File: config.mk
export PLATFORM = sky130hd
export DESIGN_NAME = multicycle_control_unit_flat
export DESIGN_NICKNAME = d
export VERILOG_FILES = /design/src/rtl/multicycle_control_unit_if.sv /design/src/rtl/multicycle_control_unit.sv /design/src/flat_wrapper.sv
export SDC_FILE = /design/constraint.sdc
export NUM_CORES = 1
export LEC_CHECK = 0
export CAP_MARGIN = 10
export CORE_UTILIZATION = 47
export CTS_CLUSTER_DIAMETER = 120
export DETAILED_ROUTE_END_ITERATION = 6
export MAX_ROUTING_LAYER = met4
export PLACE_DENSITY_LB_ADDON = 0.08
export SYNTH_ARGS = -nofsm -noshare
export SYNTH_HDL_FRONTEND = slang
export SYNTH_SLANG_ARGS = --single-unit
File: constraint.sdc
create_clock -name clock -period 2.8 [get_ports clock]
set_input_delay 0.42 -clock clock [delete_from_list [all_inputs] [get_ports clock]]
set_output_delay 0.42 -clock clock [all_outputs]
set_load 0.005 [all_outputs]
File: src/rtl/multicycle_control_unit_if.sv
// Memory handshake bundle between the multi-cycle controller and the instruction/data memories.
//   imem_req   : instruction fetch request (controller -> memory)
//   imem_ready : fetch complete, instruction valid this cycle (memory -> controller)
//   dmem_req   : data access request (controller -> memory)
//   dmem_we    : 1 = store, 0 = load; qualified by dmem_req (controller -> memory)
//   dmem_ready : data access complete (memory -> controller)
interface multicycle_control_unit_if;
    logic imem_req;
    logic imem_ready;
    logic dmem_req;
    logic dmem_we;
    logic dmem_ready;

    modport master (
        output imem_req,
        input  imem_ready,
        output dmem_req,
        output dmem_we,
        input  dmem_ready
    );

    modport slave (
        input  imem_req,
        output imem_ready,
        input  dmem_req,
        input  dmem_we,
        output dmem_ready
    );
endinterface

File: src/rtl/multicycle_control_unit.sv
// Multi-cycle RV32I control FSM. Fetches each instruction over the imem handshake, decodes
// the opcode and sequences operand, PC, memory and writeback controls for the datapath.
// Ports:
//   clock, reset       : system clock; synchronous active-high reset
//   instruction        : instruction register contents (latched by datapath on ir_write)
//   branch_taken       : comparator result for the current branch
//   mem                : imem/dmem request/ready handshake (master side)
//   ir_write           : latch instruction register
//   immediate_select   : 001 I, 010 S, 011 B, 100 U, 101 J, 000 none
//   alu_src_a_pc       : ALU operand A = PC
//   alu_src_b_imm      : ALU operand B = immediate
//   reg_write          : register file write pulse
//   wb_select          : 00 ALU, 01 load data, 10 PC+4
//   pc_write, pc_select: PC update strobe; 0 = PC+4, 1 = ALU target
//   trap               : sticky illegal-opcode / memory-timeout flag
module multicycle_control_unit #(
    parameter int unsigned MEM_TIMEOUT = 255
) (
    input  logic                              clock,
    input  logic                              reset,
    input  logic [31:0]                       instruction,
    input  logic                              branch_taken,
    multicycle_control_unit_if.master         mem,
    output logic                              ir_write,
    output logic [2:0]                        immediate_select,
    output logic                              alu_src_a_pc,
    output logic                              alu_src_b_imm,
    output logic                              reg_write,
    output logic [1:0]                        wb_select,
    output logic                              pc_write,
    output logic                              pc_select,
    output logic                              trap
);

    localparam logic [15:0] LastWait = 16'(MEM_TIMEOUT - 1);

    typedef enum logic [2:0] {
        StFetch,
        StDecode,
        StExecute,
        StMemory,
        StWriteback,
        StTrap
    } state_e;

    state_e      state_q, state_d;
    logic [15:0] wait_cnt_q, wait_cnt_d;

    // Opcode classes
    logic [6:0] opcode;
    logic [4:0] rd;
    logic       is_load, is_store, is_branch, is_jal, is_jalr;
    logic       is_lui, is_auipc, is_op_imm, is_op, is_nop, is_legal;
    logic [2:0] imm_sel_dec;
    logic       unused_instr_bits;

    assign opcode            = instruction[6:0];
    assign rd                = instruction[11:7];
    assign unused_instr_bits = ^instruction[31:12];

    always_comb begin
        is_load   = 1'b0;
        is_store  = 1'b0;
        is_branch = 1'b0;
        is_jal    = 1'b0;
        is_jalr   = 1'b0;
        is_lui    = 1'b0;
        is_auipc  = 1'b0;
        is_op_imm = 1'b0;
        is_op     = 1'b0;
        is_nop    = 1'b0;
        unique case (opcode)
            7'b0000011: is_load   = 1'b1;
            7'b0100011: is_store  = 1'b1;
            7'b1100011: is_branch = 1'b1;
            7'b1101111: is_jal    = 1'b1;
            7'b1100111: is_jalr   = 1'b1;
            7'b0110111: is_lui    = 1'b1;
            7'b0010111: is_auipc  = 1'b1;
            7'b0010011: is_op_imm = 1'b1;
            7'b0110011: is_op     = 1'b1;
            7'b0001111,                       // FENCE
            7'b1110011: is_nop    = 1'b1;     // SYSTEM
            default: ;
        endcase
    end

    assign is_legal = is_load | is_store | is_branch | is_jal | is_jalr | is_lui | is_auipc
                    | is_op_imm | is_op | is_nop;

    always_comb begin
        imm_sel_dec = 3'b000;
        if (is_op_imm || is_load || is_jalr) imm_sel_dec = 3'b001;
        else if (is_store)                   imm_sel_dec = 3'b010;
        else if (is_branch)                  imm_sel_dec = 3'b011;
        else if (is_lui || is_auipc)         imm_sel_dec = 3'b100;
        else if (is_jal)                     imm_sel_dec = 3'b101;
    end

    // State register
    always_ff @(posedge clock) begin
        if (reset) begin
            state_q    <= StFetch;
            wait_cnt_q <= '0;
        end else begin
            state_q    <= state_d;
            wait_cnt_q <= wait_cnt_d;
        end
    end

    // Next state; wait counter only runs while a memory request is outstanding
    always_comb begin
        state_d    = state_q;
        wait_cnt_d = '0;
        unique case (state_q)
            StFetch: begin
                if (mem.imem_ready)             state_d = StDecode;
                else if (wait_cnt_q == LastWait) state_d = StTrap;
                else                            wait_cnt_d = wait_cnt_q + 16'd1;
            end
            StDecode: begin
                if (!is_legal)   state_d = StTrap;
                else if (is_nop) state_d = StFetch;
                else             state_d = StExecute;
            end
            StExecute: begin
                if (is_branch)                 state_d = StFetch;
                else if (is_load || is_store) state_d = StMemory;
                else                           state_d = StWriteback;
            end
            StMemory: begin
                if (mem.dmem_ready)              state_d = is_store ? StFetch : StWriteback;
                else if (wait_cnt_q == LastWait) state_d = StTrap;
                else                             wait_cnt_d = wait_cnt_q + 16'd1;
            end
            StWriteback: state_d = StFetch;
            StTrap:      state_d = StTrap;
            default:     state_d = StFetch;
        endcase
    end

    // Outputs; everything is held low while reset is asserted
    always_comb begin
        mem.imem_req     = 1'b0;
        mem.dmem_req     = 1'b0;
        mem.dmem_we      = 1'b0;
        ir_write         = 1'b0;
        immediate_select = 3'b000;
        alu_src_a_pc     = 1'b0;
        alu_src_b_imm    = 1'b0;
        reg_write        = 1'b0;
        wb_select        = 2'b00;
        pc_write         = 1'b0;
        pc_select        = 1'b0;
        trap             = 1'b0;
        if (!reset) begin
            unique case (state_q)
                StFetch: begin
                    mem.imem_req = 1'b1;
                    ir_write     = mem.imem_ready;
                end
                StDecode: begin
                    immediate_select = imm_sel_dec;
                    pc_write         = is_nop;
                end
                StExecute: begin
                    immediate_select = imm_sel_dec;
                    // Branch uses the ALU for PC+imm; the compare comes in on branch_taken
                    alu_src_a_pc     = is_auipc | is_jal | is_branch;
                    alu_src_b_imm    = ~is_op;
                    if (is_branch) begin
                        pc_write  = 1'b1;
                        pc_select = branch_taken;
                    end
                end
                StMemory: begin
                    immediate_select = imm_sel_dec;
                    mem.dmem_req     = 1'b1;
                    mem.dmem_we      = is_store;
                    pc_write         = is_store & mem.dmem_ready;
                end
                StWriteback: begin
                    immediate_select = imm_sel_dec;
                    reg_write        = (rd != 5'd0);
                    pc_write         = 1'b1;
                    pc_select        = is_jal | is_jalr;
                    if (is_load)                wb_select = 2'b01;
                    else if (is_jal || is_jalr) wb_select = 2'b10;
                end
                StTrap:  trap = 1'b1;
                default: ;
            endcase
        end
    end

endmodule

File: src/flat_wrapper.sv
// flat-port wrapper written by rule: the top's interface ports become plain ports
module multicycle_control_unit_flat 
#(
    parameter int unsigned MEM_TIMEOUT = 255
)
  (clock, reset, instruction, branch_taken, ir_write, immediate_select, alu_src_a_pc, alu_src_b_imm, reg_write, wb_select, pc_write, pc_select, trap, mem_imem_req, mem_imem_ready, mem_dmem_req, mem_dmem_we, mem_dmem_ready);
  multicycle_control_unit_if mem_i ();
  input  logic clock;
  input  logic reset;
  input  logic [31:0] instruction;
  input  logic branch_taken;
  output logic ir_write;
  output logic [2:0] immediate_select;
  output logic alu_src_a_pc;
  output logic alu_src_b_imm;
  output logic reg_write;
  output logic [1:0] wb_select;
  output logic pc_write;
  output logic pc_select;
  output logic trap;
  output wire logic [$bits(mem_i.imem_req)-1:0] mem_imem_req;
  input wire logic [$bits(mem_i.imem_ready)-1:0] mem_imem_ready;
  output wire logic [$bits(mem_i.dmem_req)-1:0] mem_dmem_req;
  output wire logic [$bits(mem_i.dmem_we)-1:0] mem_dmem_we;
  input wire logic [$bits(mem_i.dmem_ready)-1:0] mem_dmem_ready;
  assign mem_imem_req = mem_i.imem_req;
  assign mem_i.imem_ready = mem_imem_ready;
  assign mem_dmem_req = mem_i.dmem_req;
  assign mem_dmem_we = mem_i.dmem_we;
  assign mem_i.dmem_ready = mem_dmem_ready;
  multicycle_control_unit #(.MEM_TIMEOUT(MEM_TIMEOUT)) u_core (.clock(clock), .reset(reset), .instruction(instruction), .branch_taken(branch_taken), .mem(mem_i), .ir_write(ir_write), .immediate_select(immediate_select), .alu_src_a_pc(alu_src_a_pc), .alu_src_b_imm(alu_src_b_imm), .reg_write(reg_write), .wb_select(wb_select), .pc_write(pc_write), .pc_select(pc_select), .trap(trap));
endmodule
==> results by group, run 1 <==
CTS
  • Hold buffer count at CTS: 0
  • Cell at the root of the clock tree: sky130_fd_sc_hd__clkbuf_4
  • Clock insertion delay at the later pin of the skew report: 300 ps
  • CTS tree: built
  • Clock transition at the registers of the reported paths: 100 ps
  • Post-CTS setup repair buffer count: 0
  • Longest Clk Path Bufs: 2
  • Clk sink count: 19
  • Total CTS buffers: 3
  • Clock H-tree levels: 1

Cells and area
  • Layout filler cell count: 252
  • Number of diodes added for antenna fixing: 0
  • Fraction of final layout cells sized beyond drive strength 1: 0.130
  • Layout overhead on the synthesized area: 33.4%
  • Post-layout net count: 256
  • Non-filler instance count after layout: 247

Worst hold path
  • Path class of the lowest-slack min-delay path: register to register
  • Worst hold path endpoint: u_core.wait_cnt_q[0]
  • Cell depth of the worst min-delay path: 1
  • Hold Crit Start: u_core.wait_cnt_q[0]

Timing
  • Slew Viols, Final: 0
  • Setup violators final: 0
  • Maximum clock frequency: 367 MHz
  • Time the final worst path needs with I/O delays and setup: 2730 ps
  • RSZ-0062 raised after global routing: yes
  • Final cycle utilization of the critical path: 0.974
  • Relative max-transition margin: 0.666
  • Clk_skew: 1.60 ps
  • Least-Margin Pin Slew: 501 ps
  • Final hold violations: 0
  • Fin Hold WS: 476 ps

Logic synthesis
  • Count of cell types in the netlist: 48
  • Number of enable-type register cells in the synthesized netlist: 0
  • Top area cells in the synthesized netlist: sky130_fd_sc_hd__dfxtp_1 (28%), sky130_fd_sc_hd__nor2_1 (11%), sky130_fd_sc_hd__xor2_1 (6.5%), sky130_fd_sc_hd__nand2_1 (3.9%), sky130_fd_sc_hd__nand3_1 (3.7%)
  • Fraction of registers with async set or reset after synthesis: 0
  • Number of register bits inferred by synthesis: 19
  • Syn Area/Cell: 7.63 sq um
  • Warnings from Yosys: 0
  • Portion of synthesized cell area occupied by the leading cell type: 0.281
  • Post-synth design cell area: 1350 sq um
  • Most used flip-flop cell after synthesis: sky130_fd_sc_hd__dfxtp_1
  • Post-synthesis sequential area ratio: 0.281
  • Largest area contributor in the netlist: sky130_fd_sc_hd__dfxtp_1
  • Number of instances in the synthesized netlist: 177
  • Number of nets produced by synthesis: 216

Power and ir drop
  • Cell area power density: 307 nW/um^2
  • IR Drop Worst-Case VDD: 0.000335 V
  • Leakage power: 0.633 nW

Global routing
  • Largest net degree at the start of global routing: 17
  • Global-route wire length before repair: 5500 um
  • Met2 usage: 0.399
  • Initial antenna violation count: 0
  • Via count of the first global-routing pass: 1348
  • Most used routing layer in global routing: met2
  • Global-route met3 utilization: 0.0302
  • Global-route met1 utilization: 0.237
  • Global-route usage over all layers: 0.223
  • Overflow left after global routing: 0

Detailed routing
  • Vias per cell: 5.75
  • DRC violations left: 0
  • Routed wirelength normalized by instance count: 13.8 um
  • Initial drt markers: 36
  • Overall routed net length: 3400 um
  • Vias after detailed routing: 1421
  • Number of nets with antenna violations after routing: 0
  • DR pass1 iterations: 4

Critical path
  • Cells on worst reg2reg path: 4
  • CP Capture Type: primary output
  • Startpoint of the most critical register-to-register path: u_core.wait_cnt_q[2]
  • Data arrival time of the critical path: 2310 ps
  • Endpoint of the most critical register-to-register path: u_core.wait_cnt_q[7]
  • Internal reg-to-reg setup slack: 790 ps
  • Endpoint required time on the critical path: 2380 ps
  • Type of the setup path with the least slack: input port to primary output
  • Worst Path Max Fanout: 3
  • CP Launch Type: input port

Die
  • Row count: 19
  • Core area: 2730 sq um
  • Die width: 55.6 um
  • Die ar.: 3090 sq um
  • I/O pin count: 52
  • Chip height: 55.6 um
  • Starting density of the core: 0.494

Place
  • Count of port buffers added during placement: 31
  • DPL Wire Length: 2520 um
  • GP Congestion: 0.909
  • Total instance count after detailed placement: 243

Run status
  • Run status: finished, final reports clean

Run
  • Max Cap Viol: 0
-- worst max-delay path, cell delays in order --
cell,delay (ps)
sky130_fd_sc_hd__clkdlybuf4s50_1,420
sky130_fd_sc_hd__or2_4,270
sky130_fd_sc_hd__or3_4,370
sky130_fd_sc_hd__nor4_1,290
sky130_fd_sc_hd__clkdlybuf4s50_1,550
-- through the flow --
stage | cell area (sq um) | TNS, ps | setup slack, ps | power, mW | utilization
after global placement | 1740 | -78.5 | -64.6 | 0.413 | 0.638
after CTS | 1780 | 0 | 23.4 | 0.553 | 0.650
after detailed placement | 1740 | -149 | -101 | 0.416 | 0.638
after global routing | 1800 | -9.57 | -9.57 | 0.582 | 0.659
after floorplan | 1350 | 0 | 730 | 0.361 | -
final | 1800 | 0 | 73.6 | 0.553 | 0.659
-- cells in the final DEF (no fill, tap or decap), types with 3 or more instances in the layout --
cell type,instances
sky130_fd_sc_hd__xnor2_1,4
sky130_fd_sc_hd__xor2_1,10
sky130_fd_sc_hd__or3_1,3
sky130_fd_sc_hd__nor2_1,37
sky130_fd_sc_hd__inv_1,6
sky130_fd_sc_hd__clkdlybuf4s50_1,29
sky130_fd_sc_hd__o21ai_0,3
sky130_fd_sc_hd__nand3_1,10
sky130_fd_sc_hd__nand2_1,14
sky130_fd_sc_hd__clkbuf_4,3
sky130_fd_sc_hd__nand2b_1,5
sky130_fd_sc_hd__a21oi_1,3
sky130_fd_sc_hd__nor3_1,5
sky130_fd_sc_hd__dfxtp_1,19
sky130_fd_sc_hd__buf_4,12
sky130_fd_sc_hd__nand4_1,4
-- cell families after synthesis --
logic type	synth area share
simple gates	0.392
compound gates	0.144
flops	0.281
buf+inv	0.0667
xor+xnor	0.0907
fa+ha+maj	0.0185
mux	0.00741
-- synthesized netlist by cell type, drive strengths merged (5+ instances only) --
cell / n
nor4: 5
nand3: 10
inv: 6
xor2: 10
nor2: 38
dfxtp: 19
nand2: 14
nor3: 5
nand2b: 5
buf: 5
-- where the power goes --
group | total (mW) | internal [mW] | switching (mW)
clock | 0.139 | 0.0533 | 0.0856
sequential | 0.284 | 0.275 | 0.00923
combinational | 0.130 | 0.0674 | 0.0623
-- repair_timing --
action                     CTS  global route
pin swaps                    1             0
setup endpoints to repair    3             6
resized for setup            3             8
-- metal layers --
metal  part of all wire  wire [um]
met3              0.051        175
met2               0.52       1760
met1               0.41       1390
met4              0.022         74
met5                  0          0
-- cell type report --
type / count / area, sq um / share of cell area
Multi-Input combinational cell: 143 / 912 / 0.506
Timing Repair Buffer: 44 / 422 / 0.234
Sequential cell: 19 / 380 / 0.211
Tap cell: 31 / 38.8 / 0.0215
Clock buffer: 3 / 22.5 / 0.0125
Inverter: 6 / 22.5 / 0.0125
Clock inverter: 1 / 5.00 / 0.00278
-- flip-flops by register name (all words and copies together), names as in the netlist --
name               flops
u_core.state_q         3
u_core.wait_cnt_q     16
-- worst max-delay path by stage --
stage,from,end,slack (ps)
2_1_floorplan,instruction[3],pc_select,730
3_3_place_gp,instruction[3],pc_select,-60
3_5_place_dp,instruction[3],pc_select,-100
4_1_cts,instruction[3],mem_dmem_we,20
5_1_grt,instruction[5],immediate_select[0],-10
6_report,instruction[3],mem_dmem_we,70
Note: power is estimated with default switching activity, not from simulation.
==> run 2: changes to the inputs <==
--- a/config.mk
+++ b/config.mk
@@ -6,9 +6,11 @@
 export NUM_CORES = 1
 export LEC_CHECK = 0
 export CAP_MARGIN = 10
+export CORE_MARGIN = 4
 export CORE_UTILIZATION = 47
 export CTS_CLUSTER_DIAMETER = 120
 export DETAILED_ROUTE_END_ITERATION = 6
+export HOLD_SLACK_MARGIN = 0.06
 export MAX_ROUTING_LAYER = met4
 export PLACE_DENSITY_LB_ADDON = 0.08
 export SYNTH_ARGS = -nofsm -noshare
==> run 2 against run 1 <==
Largest power group unchanged. Largest cell class unchanged. Highest routed layer unchanged. Flip-flop and latch count is the same. Worst hold slack gained 2.8 ps. Critical path type unchanged. Via count grew 0.77%. Die area grew 23%.
==> results by group, run 2 (synthesized netlist as in run 1, its figures left out) <==
Run status
  • Run status: finished, final reports clean

Critical path
  • Critical path origin: instruction[3]
  • CP Launch Type: input port
  • CP Capture Type: primary output
  • Cells on worst reg2reg path: 4 (unchanged)
  • Data arrival time of the critical path: 2290 ps (-20 ps)
  • Type of the setup path with the least slack: input port to primary output
  • Worst Path Max Fanout: 4 (+1)
  • Most repeated library cell on the critical path: sky130_fd_sc_hd__clkdlybuf4s50_1
  • Cell chain of the critical path: clkdlybuf4s50_1 > or2_4 > or3_1 > nor4_1 > clkdlybuf4s50_1
  • Internal reg-to-reg setup slack: 680 ps (-110 ps)
  • Endpoint of the most critical register-to-register path: u_core.wait_cnt_q[7]
  • Highest-delay cell along the critical path: sky130_fd_sc_hd__clkdlybuf4s50_1
  • Delay contributed by the slowest stage of the critical path: 550 ps (about the same)
  • Startpoint of the most critical register-to-register path: u_core.wait_cnt_q[2]
  • Endpoint required time on the critical path: 2380 ps (about the same)
  • Endpoint of the worst setup timing path: wb_select[0]

Power and ir drop
  • Overall power consumption: 547 uW (-0.98%)
  • IR Drop Worst-Case VDD: 0.000359 V (+7.4%)
  • Cell area power density: 306 nW/um^2 (about the same)
  • Leakage power: 0.668 nW (+5.5%)

CTS
  • Total CTS buffers: 3 (unchanged)
  • Clock transition at the registers of the reported paths: 100 ps (about the same)
  • Longest Clk Path Bufs: 2 (unchanged)
  • CTS tree: built
  • Clock H-tree levels: 1 (unchanged)
  • Clk sink count: 19 (unchanged)
  • Hold buffer count at CTS: 0 (unchanged)
  • Clock insertion delay at the later pin of the skew report: 290 ps (about the same)
  • Cell at the root of the clock tree: sky130_fd_sc_hd__clkbuf_4

Place
  • Total instance count after detailed placement: 246 (+1.2%)
  • DPL Wire Length: 2710 um (+7.3%)
  • Setup Slack @ Placement: -101 ps (-0.449 ps)
  • Count of port buffers added during placement: 31 (unchanged)
  • GP Congestion: 0.876 (-3.6%)
  • Cell area reported after detailed placement: 1750 sq um (+0.57%)

Cells and area
  • Area of all placed cells without fillers: 1790 sq um (-0.90%)
  • Area of the multi-input gates: 887 sq um (-2.7%)
  • FF/Latch Area: 380 sq um (unchanged)
  • Most used cells in the layout excluding fill and tap cells: sky130_fd_sc_hd__nor2_1 (37), sky130_fd_sc_hd__clkdlybuf4s50_1 (26), sky130_fd_sc_hd__dfxtp_1 (19), sky130_fd_sc_hd__buf_4 (16), sky130_fd_sc_hd__nand2_1 (14)
  • Number of diodes added for antenna fixing: 0 (unchanged)
  • Fraction of final layout cells sized beyond drive strength 1: 0.119 (-0.0109)
  • Largest regs: u_core.wait_cnt_q: 16 flops, u_core.state_q: 3 flops
  • Post-layout net count: 259 (+1.2%)
  • Largest register FFs: 16 (unchanged)
  • Layout filler cell count: 262 (+4.0%)
  • Non-filler instance count after layout: 250 (+1.2%)
  • Register with the highest flop count: u_core.wait_cnt_q
  • Layout overhead on the synthesized area: 32.2%
  • Most common cell after layout, fill and taps aside: sky130_fd_sc_hd__nor2_1

Global routing
  • Initial antenna violation count: 0 (unchanged)
  • Overflow left after global routing: 0 (unchanged)
  • Global-route wire length before repair: 5680 um (+3.3%)
  • Global-route usage over all layers: 0.196 (-0.0274)
  • Largest net degree at the start of global routing: 17 (unchanged)
  • Via count of the first global-routing pass: 1382 (+2.5%)

Die
  • Core area: 2760 sq um (+0.87%)
  • Row count: 19 (unchanged)
  • Die width: 61.6 um (+11%)
  • Chip height: 61.6 um (+11%)
  • Die ar.: 3800 sq um (+23%)
  • I/O pin count: 52 (unchanged)
  • Starting density of the core: 0.490 (-0.00426)

Timing
  • RSZ-0062 raised after global routing: no
  • Slew Viols, Final: 0 (unchanged)
  • Final cycle utilization of the critical path: 0.967 (-0.00628)
  • Maximum clock frequency: 369 MHz (+0.65%)
  • Clk_skew: 5.17 ps (+3.57 ps)
  • Time the final worst path needs with I/O delays and setup: 2710 ps (-17.6 ps)
  • Least-Margin Pin Slew: 528 ps (+26.7 ps)
  • Setup violators final: 0 (unchanged)
  • Final hold violations: 0 (unchanged)
  • Final worst-path setup slack: 91.1 ps (+17.6 ps)
  • Fin Hold WS: 479 ps (+2.79 ps)
  • Relative max-transition margin: 0.648 (-0.0178)

Detailed routing
  • Overall routed net length: 3420 um (+0.53%)
  • DRC violations left: 0 (unchanged)
  • Routed wirelength normalized by instance count: 13.7 um (-0.68%)
  • Initial drt markers: 86 (+140%)
  • Number of nets with antenna violations after routing: 0 (unchanged)
  • Vias after detailed routing: 1432 (+0.77%)
  • Vias per cell: 5.73 (-0.44%)
  • DR pass1 iterations: 4 (unchanged)

Worst hold path
  • Path class of the lowest-slack min-delay path: register to register

Run
  • Max Cap Viol: 0 (unchanged)
[run 2: cell types whose count changed in the layout (fill, tap and decap cells not counted), moves of 2 or more]
cell,change
sky130_fd_sc_hd__buf_4,+4
sky130_fd_sc_hd__clkdlybuf4s50_1,-3
sky130_fd_sc_hd__dlygate4sd2_1,+2
sky130_fd_sc_hd__nor4_1,+2
sky130_fd_sc_hd__nor4_2,-2
[run 2: repair_timing]
action,CTS,global route
setup buffers,0,0
pin swaps,0,0
endpoints found under the setup margin,3,5
resized for setup,4,5
[run 2: critical path: cells and delay by family]
family | cells | cell delay [ps]
buf+inv | 2 | 970
simple gates | 3 | 900
[run 2: how the worst min path moves through the flow]
stage,start,to,slack [ps],cells past startpoint
finish,u_core.wait_cnt_q[0],u_core.wait_cnt_q[0],480,1
global route,u_core.wait_cnt_q[0],u_core.wait_cnt_q[0],520,1
CTS,u_core.wait_cnt_q[0],u_core.wait_cnt_q[0],480,1
detailed placement,u_core.wait_cnt_q[0],u_core.wait_cnt_q[0],460,1
global placement,u_core.wait_cnt_q[0],u_core.wait_cnt_q[0],450,1
floorplan,u_core.wait_cnt_q[0],u_core.wait_cnt_q[0],430,1
[run 2: final cells by class]
cell class / count / area share
multi-input cells: 143 / 0.496
repair buffers: 47 / 0.242
flip-flops and latches: 19 / 0.213
well taps: 31 / 0.0217
clock buffers: 4 / 0.0147
inverters: 6 / 0.0126
[run 2: through the flow]
step                      setup TNS, ps   util
after floorplan                       0      -
after global placement             -124  0.636
after detailed placement           -180  0.636
after CTS                             0  0.645
after global routing                  0  0.648
final                                 0  0.648
[run 2: metal layers]
metal	share of wire	global-route usage	vias up
met5	0	-	-
met4	0.013	0.0636	0
met3	0.076	0.0168	7
met2	0.51	0.363	55
met1	0.40	0.217	657
li1	-	-	713
[run 2: power breakdown]
group / total [mW] / switching [mW] / internal [mW] / leakage, nW
registers: 0.283 / 0.00766 / 0.275 / 0.154
logic: 0.129 / 0.0620 / 0.0675 / 0.499
clock network: 0.135 / 0.0799 / 0.0554 / 0.0150
==> run 3: changes to the inputs <==
--- a/config.mk
+++ b/config.mk
@@ -12,7 +12,7 @@
 export DETAILED_ROUTE_END_ITERATION = 6
 export HOLD_SLACK_MARGIN = 0.06
 export MAX_ROUTING_LAYER = met4
-export PLACE_DENSITY_LB_ADDON = 0.08
+export PLACE_DENSITY = 0.85
 export SYNTH_ARGS = -nofsm -noshare
 export SYNTH_HDL_FRONTEND = slang
 export SYNTH_SLANG_ARGS = --single-unit
==> run 3 against run 2 <==
First-iteration DRC count fell by 12%. Clock skew decreased by 3.1 ps. Fmax increased by 0.48%. Register-to-register slack improved by 50 ps. Total power increased by 0.26%. Worst hold slack got worse by 2.6 ps. Non-clock buffer count increased by 2. Wire length is 3.0% lower. Critical path depth rose by 2. Setup slack improved by 13 ps. Critical endpoint is now alu_src_a_pc. Combinational power is essentially flat.
==> results by group, run 3 (synthesized netlist as in run 1, its figures left out) <==
Cells and area
  • Register with the highest flop count: u_core.wait_cnt_q
  • Layout filler cell count: 246 (-6.1%)
  • Non-filler instance count after layout: 252 (+0.80%)
  • Post-layout net count: 261 (+0.77%)
  • FF/Latch Area: 380 sq um (unchanged)
  • Layout overhead on the synthesized area: 33.1%
  • Largest regs: u_core.wait_cnt_q: 16 flops, u_core.state_q: 3 flops
  • Area of all placed cells without fillers: 1800 sq um (+0.70%)
  • Fraction of the core area covered by cells at the end of the flow: 0.652 (+0.00454)
  • Area of the multi-input gates: 885 sq um (-0.28%)
  • Number of diodes added for antenna fixing: 0 (unchanged)
  • Most used cells in the layout excluding fill and tap cells: sky130_fd_sc_hd__nor2_1 (37), sky130_fd_sc_hd__clkdlybuf4s50_1 (26), sky130_fd_sc_hd__dfxtp_1 (19), sky130_fd_sc_hd__buf_4 (18), sky130_fd_sc_hd__nand2_1 (14)
  • Largest register FFs: 16 (unchanged)
  • Most common cell after layout, fill and taps aside: sky130_fd_sc_hd__nor2_1
  • Fraction of final layout cells sized beyond drive strength 1: 0.127 (+0.00798)

Timing
  • RSZ-0062 raised after global routing: no
  • Setup violators final: 0 (unchanged)
  • Slew Viols, Final: 0 (unchanged)
  • Clk_skew: 2.06 ps (-3.11 ps)
  • Least-Margin Pin Slew: 515 ps (-12.4 ps)
  • Final cycle utilization of the critical path: 0.963 (-0.00458)
  • Final hold violations: 0 (unchanged)
  • Time the final worst path needs with I/O delays and setup: 2700 ps (-12.8 ps)
  • Maximum clock frequency: 371 MHz (+0.48%)
  • Relative max-transition margin: 0.657 (+0.00826)

CTS
  • Cell at the root of the clock tree: sky130_fd_sc_hd__clkbuf_4
  • Clock insertion delay at the later pin of the skew report: 290 ps (about the same)
  • Clock H-tree levels: 1 (unchanged)
  • Post-CTS setup repair buffer count: 0 (unchanged)
  • Clk sink count: 19 (unchanged)
  • Total CTS buffers: 3 (unchanged)
  • CTS tree: built
  • Clock transition at the registers of the reported paths: 100 ps (about the same)
  • Longest Clk Path Bufs: 2 (unchanged)

Place
  • Total instance count after detailed placement: 248 (+0.81%)
  • DPL Wire Length: 2600 um (-3.8%)
  • Cell area reported after detailed placement: 1770 sq um (+0.86%)
  • Count of port buffers added during placement: 31 (unchanged)
  • GP Congestion: 0.924 (+5.4%)

Die
  • I/O pin count: 52 (unchanged)
  • Row count: 19 (unchanged)
  • Die width: 61.6 um (unchanged)
  • Starting density of the core: 0.490 (unchanged)
  • Die ar.: 3800 sq um (unchanged)
  • Chip height: 61.6 um (unchanged)
  • Core area: 2760 sq um (unchanged)

Global routing
  • Overflow left after global routing: 0 (unchanged)
  • Global-route wire length before repair: 5490 um (-3.3%)
  • Largest net degree at the start of global routing: 17 (unchanged)
  • Initial antenna violation count: 0 (unchanged)
  • Via count of the first global-routing pass: 1266 (-8.4%)
  • Global-route usage over all layers: 0.193 (-0.00247)

Worst hold path
  • Worst hold path endpoint: u_core.wait_cnt_q[0]
  • Hold Crit Start: u_core.wait_cnt_q[0]
  • Path class of the lowest-slack min-delay path: register to register
  • Cell depth of the worst min-delay path: 1 (unchanged)

Detailed routing
  • DRC violations left: 0 (unchanged)
  • Overall routed net length: 3310 um (-3.0%)
  • Initial drt markers: 76 (-12%)
  • Vias after detailed routing: 1401 (-2.2%)
  • DR pass1 iterations: 4 (unchanged)
  • Number of nets with antenna violations after routing: 0 (unchanged)
  • Vias per cell: 5.56 (-2.9%)
  • Routed wirelength normalized by instance count: 13.2 um (-3.8%)

Critical path
  • CP Capture Type: primary output
  • CP Launch Type: input port
  • Type of the setup path with the least slack: input port to primary output
  • Internal reg-to-reg setup slack: 730 ps (+50 ps)
  • Endpoint required time on the critical path: 2380 ps (about the same)
  • Worst Path Max Fanout: 7 (+3)
  • Endpoint of the most critical register-to-register path: u_core.wait_cnt_q[14]
  • Data arrival time of the critical path: 2280 ps (about the same)
  • Startpoint of the most critical register-to-register path: u_core.wait_cnt_q[8]
  • Cells on worst reg2reg path: 4 (unchanged)

Power and ir drop
  • IR Drop Worst-Case VDD: 0.000329 V (-8.4%)
  • Cell area power density: 305 nW/um^2 (-0.43%)
  • Leakage power: 0.676 nW (+1.2%)

Run
  • Max Cap Viol: 0 (unchanged)

Run status
  • Run status: finished, final reports clean
## run 3: repair_timing
item	in CTS	in global routing
gates resized for setup	4	3
endpoints found under the setup margin	3	3
cloned	0	0
hold buffers	0	0
## run 3: worst max path at each step
stage	start	end	slack [ps]	cells after the start
2_1_floorplan	instruction[3]	pc_select	730	6
3_3_place_gp	instruction[3]	pc_select	-100	7
3_5_place_dp	instruction[3]	pc_select	-110	7
4_1_cts	instruction[3]	wb_select[0]	20	5
5_1_grt	instruction[2]	alu_src_a_pc	10	7
6_report	instruction[2]	alu_src_a_pc	100	7
## run 3: final cells by class
| class | instances | area share |
|---|---|---|
| clock buffers | 4 | 0.0146 |
| inverters | 6 | 0.0125 |
| multi-input cells | 143 | 0.492 |
| flip-flops and latches | 19 | 0.211 |
| well taps | 31 | 0.0216 |
| repair buffers | 49 | 0.248 |
## run 3: report_power, final
| part | internal [mW] | leakage [nW] | switching, mW |
|---|---|---|---|
| combinational | 0.0695 | 0.507 | 0.0629 |
| clock | 0.0555 | 0.0150 | 0.0786 |
| sequential | 0.275 | 0.154 | 0.00745 |
| total | 0.400 | 0.676 | 0.149 |
## run 3: layer usage
layer | wire length (um) | vias to the layer above | global-route usage | part of all wire
met3 | 218 | 2 | 0.0335 | 0.066
met1 | 1470 | 633 | 0.238 | 0.44
li1 | - | 717 | - | -
met5 | 0 | - | - | 0
met2 | 1620 | 49 | 0.329 | 0.49
met4 | 8 | 0 | 0.0424 | 0.0024
## run 3: critical path, stage by stage
cell and delay (ps):
sky130_fd_sc_hd__clkdlybuf4s50_1 480, sky130_fd_sc_hd__buf_4 150, sky130_fd_sc_hd__inv_1 80, sky130_fd_sc_hd__o31a_1 290, sky130_fd_sc_hd__o21ai_0 130, sky130_fd_sc_hd__and4b_1 220
sky130_fd_sc_hd__clkdlybuf4s50_1 500
## run 3: stage by stage
| stage | power (mW) | setup TNS, ps | hold WS [ps] | setup WS, ps |
|---|---|---|---|---|
| floorplan | 0.361 | 0 | 430 | 730 |
| global placement | 0.418 | -157 | 443 | -97.2 |
| detailed placement | 0.420 | -163 | 458 | -109 |
| CTS | 0.553 | 0 | 481 | 18.1 |
| global route | 0.583 | 0 | 534 | 11.0 |
| finish | 0.549 | 0 | 476 | 104 |
